===== config.mk =====
export PLATFORM = sky130hd
export DESIGN_NAME = kalman_feeder_flat
export DESIGN_NICKNAME = d
export VERILOG_FILES = /design/src/rtl/kalman_feeder_if.sv /design/src/rtl/kalman_feeder.sv /design/src/flat_wrapper.sv
export SDC_FILE = /design/constraint.sdc
export NUM_CORES = 1
export LEC_CHECK = 0
export ABC_AREA = 1
export CAP_MARGIN = 20
export CORE_UTILIZATION = 35
export CTS_CLUSTER_DIAMETER = 60
export CTS_CLUSTER_SIZE = 10
export DETAILED_ROUTE_END_ITERATION = 10
export PLACE_DENSITY_LB_ADDON = 0.25
export SLEW_MARGIN = 40
export SYNTH_ARGS = -nofsm -noshare
export SYNTH_HDL_FRONTEND = slang
export SYNTH_SLANG_ARGS = --single-unit
export TNS_END_PERCENT = 10

===== constraint.sdc =====
create_clock -name clk -period 2.28 [get_ports clk]
set_input_delay 0.57 -clock clk [delete_from_list [all_inputs] [get_ports clk]]
set_output_delay 0.57 -clock clk [all_outputs]
set_load 0.05 [all_outputs]

===== src/rtl/kalman_feeder_if.sv =====
// Sample/result bus between the ADC capture side, the feeder and the Kalman filter.
// Ports: adc_* push side, en_kalman/origin_data filter start, filter_finish/filtered_data
// filter result, out_* downstream result, busy/level/overflow/timeout_err status.
interface kalman_feeder_if #(
  parameter int AW = 3
);
  logic               adc_valid;
  logic signed [12:0] adc_data;
  logic               en_kalman;
  logic signed [12:0] origin_data;
  logic               filter_finish;
  logic signed [12:0] filtered_data;
  logic               out_valid;
  logic signed [12:0] out_data;
  logic               busy;
  logic [AW:0]        level;
  logic               overflow;
  logic               timeout_err;

  // master: the feeder itself
  modport master (
    input  adc_valid, adc_data, filter_finish, filtered_data,
    output en_kalman, origin_data, out_valid, out_data,
    busy, level, overflow, timeout_err
  );

  // slave: ADC source, filter and downstream consumer
  modport slave (
    output adc_valid, adc_data, filter_finish, filtered_data,
    input  en_kalman, origin_data, out_valid, out_data,
    busy, level, overflow, timeout_err
  );
endinterface


===== src/rtl/kalman_feeder.sv =====
// Buffers ADC samples in a FIFO, strobes them one at a time into the Kalman filter, forwards results.
// Latency: adc_valid (a) -> en_kalman a+2 -> out_valid a+10 with an 8-cycle filter; all outputs registered.
// Backpressure: none upstream -- a sample arriving at a full FIFO is dropped and flagged on overflow.
// Ports: clk, rst (sync, active-high), bus (kalman_feeder_if.master; see interface for signal list).
module kalman_feeder #(
  parameter int DEPTH   = 8,
  parameter int AW      = 3,
  parameter int TIMEOUT = 64
) (
  input  logic            clk,
  input  logic            rst,
  kalman_feeder_if.master bus
);

  localparam int            CW   = $clog2(TIMEOUT);
  localparam logic [AW:0]   FULL = (AW+1)'(DEPTH);
  localparam logic [CW-1:0] LAST = CW'(TIMEOUT - 1);

  typedef enum logic {IDLE, WAIT} state_t;

  state_t             state_q, state_d;
  logic signed [12:0] mem [DEPTH];
  logic [AW-1:0]      rd_ptr, wr_ptr;
  logic [AW:0]        level_q, level_d;
  logic [CW-1:0]      cnt_q, cnt_d;

  logic               en_q, en_d;
  logic signed [12:0] origin_q, origin_d;
  logic               out_valid_q, out_valid_d;
  logic signed [12:0] out_data_q, out_data_d;
  logic               busy_q, busy_d;
  logic               overflow_q, overflow_d;
  logic               timeout_q, timeout_d;

  logic               push, pop;

  // Full is judged on the occupancy at the start of the cycle, so a pop in
  // the same cycle does not make room for the incoming sample.
  assign push       = bus.adc_valid && (level_q != FULL);
  assign overflow_d = bus.adc_valid && (level_q == FULL);
  assign level_d    = level_q + (AW+1)'(push) - (AW+1)'(pop);

  always_comb begin
    state_d     = state_q;
    pop         = 1'b0;
    en_d        = 1'b0;
    origin_d    = origin_q;
    out_valid_d = 1'b0;
    out_data_d  = out_data_q;
    busy_d      = busy_q;
    timeout_d   = 1'b0;
    cnt_d       = cnt_q;

    case (state_q)
      IDLE: begin
        // filter_finish here is stale and deliberately ignored
        if (level_q != '0) begin
          pop      = 1'b1;
          en_d     = 1'b1;
          origin_d = mem[rd_ptr];
          cnt_d    = '0;
          busy_d   = 1'b1;
          state_d  = WAIT;
        end
      end
      WAIT: begin
        cnt_d = cnt_q + CW'(1);
        if (bus.filter_finish) begin
          out_valid_d = 1'b1;
          out_data_d  = bus.filtered_data;
          if (level_q != '0) begin
            // back-to-back: the filter is ready again the cycle after finish
            pop      = 1'b1;
            en_d     = 1'b1;
            origin_d = mem[rd_ptr];
            cnt_d    = '0;
          end else begin
            busy_d  = 1'b0;
            state_d = IDLE;
          end
        end else if (cnt_q == LAST) begin
          // abandon the outstanding sample; the pulse lands TIMEOUT cycles after en_kalman
          timeout_d = 1'b1;
          busy_d    = 1'b0;
          state_d   = IDLE;
        end
      end
      default: state_d = IDLE;
    endcase
  end

  always_ff @(posedge clk) begin
    if (rst) begin
      state_q     <= IDLE;
      rd_ptr      <= '0;
      wr_ptr      <= '0;
      level_q     <= '0;
      cnt_q       <= '0;
      en_q        <= 1'b0;
      origin_q    <= '0;
      out_valid_q <= 1'b0;
      out_data_q  <= '0;
      busy_q      <= 1'b0;
      overflow_q  <= 1'b0;
      timeout_q   <= 1'b0;
    end else begin
      state_q     <= state_d;
      level_q     <= level_d;
      cnt_q       <= cnt_d;
      en_q        <= en_d;
      origin_q    <= origin_d;
      out_valid_q <= out_valid_d;
      out_data_q  <= out_data_d;
      busy_q      <= busy_d;
      overflow_q  <= overflow_d;
      timeout_q   <= timeout_d;
      if (push) wr_ptr <= wr_ptr + AW'(1);
      if (pop)  rd_ptr <= rd_ptr + AW'(1);
    end
  end

  // Storage needs no reset: occupancy and pointers define what is valid.
  always_ff @(posedge clk) begin
    if (push) mem[wr_ptr] <= bus.adc_data;
  end

  assign bus.en_kalman   = en_q;
  assign bus.origin_data = origin_q;
  assign bus.out_valid   = out_valid_q;
  assign bus.out_data    = out_data_q;
  assign bus.busy        = busy_q;
  assign bus.level       = level_q;
  assign bus.overflow    = overflow_q;
  assign bus.timeout_err = timeout_q;

endmodule


===== src/flat_wrapper.sv =====
// flat-port wrapper written by rule: the top's interface ports become plain ports
module kalman_feeder_flat 
#(
  parameter int DEPTH   = 8,
  parameter int AW      = 3,
  parameter int TIMEOUT = 64
)
  (clk, rst, bus_adc_valid, bus_adc_data, bus_filter_finish, bus_filtered_data, bus_en_kalman, bus_origin_data, bus_out_valid, bus_out_data, bus_busy, bus_level, bus_overflow, bus_timeout_err);
  kalman_feeder_if #(.AW(AW)) bus_i ();
  input  logic clk;
  input  logic rst;
  input wire logic [$bits(bus_i.adc_valid)-1:0] bus_adc_valid;
  input wire logic [$bits(bus_i.adc_data)-1:0] bus_adc_data;
  input wire logic [$bits(bus_i.filter_finish)-1:0] bus_filter_finish;
  input wire logic [$bits(bus_i.filtered_data)-1:0] bus_filtered_data;
  output wire logic [$bits(bus_i.en_kalman)-1:0] bus_en_kalman;
  output wire logic [$bits(bus_i.origin_data)-1:0] bus_origin_data;
  output wire logic [$bits(bus_i.out_valid)-1:0] bus_out_valid;
  output wire logic [$bits(bus_i.out_data)-1:0] bus_out_data;
  output wire logic [$bits(bus_i.busy)-1:0] bus_busy;
  output wire logic [$bits(bus_i.level)-1:0] bus_level;
  output wire logic [$bits(bus_i.overflow)-1:0] bus_overflow;
  output wire logic [$bits(bus_i.timeout_err)-1:0] bus_timeout_err;
  assign bus_i.adc_valid = bus_adc_valid;
  assign bus_i.adc_data = bus_adc_data;
  assign bus_i.filter_finish = bus_filter_finish;
  assign bus_i.filtered_data = bus_filtered_data;
  assign bus_en_kalman = bus_i.en_kalman;
  assign bus_origin_data = bus_i.origin_data;
  assign bus_out_valid = bus_i.out_valid;
  assign bus_out_data = bus_i.out_data;
  assign bus_busy = bus_i.busy;
  assign bus_level = bus_i.level;
  assign bus_overflow = bus_i.overflow;
  assign bus_timeout_err = bus_i.timeout_err;
  kalman_feeder #(.DEPTH(DEPTH), .AW(AW), .TIMEOUT(TIMEOUT)) u_core (.clk(clk), .rst(rst), .bus(bus_i));
endmodule

==> impl_metrics.json, run 1 <==
{
  "status": "completed",
  "detailroute.via_count": 4513,
  "io_buffers": 64,
  "p_comb_share_pct": 35.4,
  "core-area_um2": 18000,
  "diodes": 0,
  "yosys-top-cells-area": "edfxtp_1 49%, dfxtp_1 16%, nand2_1 10%, nand3_1 6.5%, inv_1 5.8%",
  "area_growth_pct": 25.0,
  "wl_mm": 14.0,
  "rows": 49,
  "finalHoldViolCount": 0,
  "drv_slew": 0,
  "ant_nets": 0,
  "fin_tns_setup_ns": 0,
  "crit_family": "buffers and inverters",
  "cp.required_ns": 1.71,
  "syn_avg_cell_area_um2": 9.73,
  "place_congestion": 0.769,
  "vdd_drop_max_uv": 639,
  "cap_violations": 0,
  "internal_power_uw": 6280,
  "yosysTopAreaCell": "edfxtp_1",
  "top_usage_layer": "met2",
  "synth-main-ff-cell": "edfxtp_1",
  "end_kind": "primary output",
  "max_stage_delay_ns": 0.84,
  "antenna_found_initial": 0,
  "grt_usage_pct": 15.8,
  "met1_usage_pct": 20.6,
  "finalCritPeriodShare_pct": 97.1,
  "die_y_um": 137,
  "first_pass_iters": 5,
  "dieArea_um2": 18900,
  "drt_iter0_markers": 280,
  "async_flop_share_pct": 0,
  "final_nets": 786,
  "rsz0062_at_grt": "false",
  "fillerInstances": 1637,
  "yosysSeqAreaShare_pct": 64.5,
  "netlist_area_um2": 6420,
  "num_io_pins": 65,
  "swShare_pct": 37.0,
  "cts_tree": "yes",
  "critical-path-slowest-cell": "clkdlybuf4s50_1",
  "use_met2_pct": 25.6,
  "arrival_ns": 1.64,
  "grt_pass1_wl_mm": 22.1,
  "ys_ff_latch": 155,
  "netSwitchingPower_uw": 3690,
  "wl_per_cell_um": 14.2,
  "skew_ns": 0.00768,
  "synth.distinct_cells": 29,
  "viasPerCell": 4.57,
  "use_met3_pct": 3.02,
  "synth_top_area_share_pct": 48.6,
  "drc": 0,
  "p_clk_share_pct": 28.4,
  "cts_resized": 0,
  "htreeDepth": 4,
  "yosys_warnings": 0,
  "cts_setup_buffers": 0,
  "holdBufCountCts": 0,
  "globalRouteOverflowTotal": 0,
  "cts_inserted_buffers": 17,
  "clk_pin_slew_ns": 0.06,
  "grt_pass1_vias": 4324,
  "cts_buffer_depth": 2,
  "start_util_pct": 35.8,
  "power_density_nw_per_um2": 1240,
  "crit_buf_inv": 1,
  "worst_hold_path_type": "flop to flop",
  "clock_latency_ns": 0.42,
  "critPathLaunchType": "flop",
  "die_w_um": 137,
  "slew_headroom_pct": 61.9,
  "cts-root-buf": "clkbuf_16",
  "setup_viol": 0,
  "max_freq_ghz": 0.451,
  "syn_inst": 660,
  "grt_max_degree": 53,
  "cts.sinks": 155,
  "final_layout_size_suffix_gt1_share_pct": 9.62,
  "syn_nets": 700,
  "path_cells": "clkdlybuf4s50_1",
  "worstSetupPathType": "flop to primary output",
  "final_core_util_pct": 44.7,
  "pwr-share-seq_pct": 36.2,
  "tightest_slew_ns": 0.571,
  "synth_edf_count": 104,
  "placed_area_um2": 7420,
  "path_max_fanout": 2,
  "leakagePower_uw": 0.00336,
  "layout_common_cells": "173 x nand2_1, 104 x edfxtp_1, 100 x inv_1",
  "fin_area_um2": 8030,
  "final_common_cell": "nand2_1",
  "min_period_ns": 2.21,
  "dp_hpwl_mm": 9.31
}
[cell type report]
cell class	count	area, µm²	area share (%)
clock buffer	17	425	5.30
clock inverter	15	175	2.18
inverter	105	402	5.00
multi-input combinational	373	1720	21.4
sequential	155	4150	51.7
tap	229	287	3.57
timing repair buffer	94	868	10.8
[routing by layer]
layer | part of all wire, % | routed length, µm
met5 | 0 | 0
met4 | 0.73 | 102
met3 | 4.5 | 629
met2 | 51 | 7100
met1 | 44 | 6210
[cell usage after synthesis (2+ instances only)]
cell and count:
nand2_1 173, edfxtp_1 104, inv_1 100, nand3_1 84, dfxtp_1 51, nor2_1 48, a21oi_1 25, o21ai_0 20
buf_2 15, ha_1 9, clkbuf_1 5, buf_6 4, inv_4 3, buf_4 2, inv_2 2, nor3_1 2
[power by group through the flow]
stage               clock network (µW)  registers (µW)  logic (µW)
floorplan                            0            4350        1830
detailed placement                   0            3670        3570
finish                            2830            3610        3530
CTS                               2880            3610        3580
global placement                     0            3660        3510
global route                      3010            3650        3910
[cell families after synthesis]
| kind of cell | after synthesis | share of synthesized area, % |
|---|---|---|
| AOI/OAI and AO/OA | 49 | 4.05 |
| xor gates and xnor gates | 1 | 0.136 |
| adders and majority gates | 10 | 2.07 |
| buffers and inverters | 132 | 8.71 |
| DFF | 155 | 64.5 |
| and+or+nand+nor | 313 | 20.5 |
[worst min-delay path, cell delays in order (launching register included)]
cell,delay (ns)
dfxtp_1,0.31
nand2_1,0.06
a21oi_1,0.05
[path summary, 6_finish.rpt]
kind	cells past startpoint	endpoint	start	slack, ns
setup / recovery	1	bus_origin_data[2]	u_core.bus.origin_data[2]$_SDFFE_PP0P_	0.07
hold / removal	2	u_core.bus.busy$_SDFFE_PP0P_	u_core.bus.busy$_SDFFE_PP0P_	0.47
setup reg to reg	11	u_core.bus.level[2]$_SDFF_PP0_	u_core.bus.level[2]$_SDFF_PP0_	0.24
hold reg to reg	2	u_core.bus.busy$_SDFFE_PP0P_	u_core.bus.busy$_SDFFE_PP0P_	0.47
[stage by stage]
stage	instances	setup WS, ns	hold slack (ns)	total power [µW]
2_1_floorplan	660	0.0292	0.448	6170
4_1_cts	988	0.0105	0.466	10100
6_report	988	0.0651	0.467	9970
3_3_place_gp	956	-0.226	0.455	7160
5_1_grt	988	0.0235	0.485	10600
3_5_place_dp	956	-0.271	0.456	7240
[sequential cells by signal (all words and copies together), names as in the netlist, named ones only]
name,cells
u_core.mem,104
u_core.bus.level,4
u_core.bus.en_kalman,1
u_core.wr_ptr,3
u_core.bus.overflow,1
u_core.state_q,1
u_core.bus.busy,1
u_core.bus.origin_data,13
u_core.rd_ptr,3
u_core.bus.timeout_err,1
u_core.cnt_q,6
u_core.bus.out_data,13
u_core.bus.out_valid,1
Power figures use the tool's default switching activity.
==> run 2, diff against run 1 <==
- SKIP_CTS_REPAIR_TIMING: not set -> 1
==> results of run 2 <==
No change in the layout: final DEF, timing and power equal those of run 1.
==> run 3, diff against run 2 <==
- HOLD_SLACK_MARGIN: not set -> 0.02
- TNS_END_PERCENT: 10 -> 5
==> results of run 3 <==
No change in the layout: final DEF, timing and power equal those of run 1.
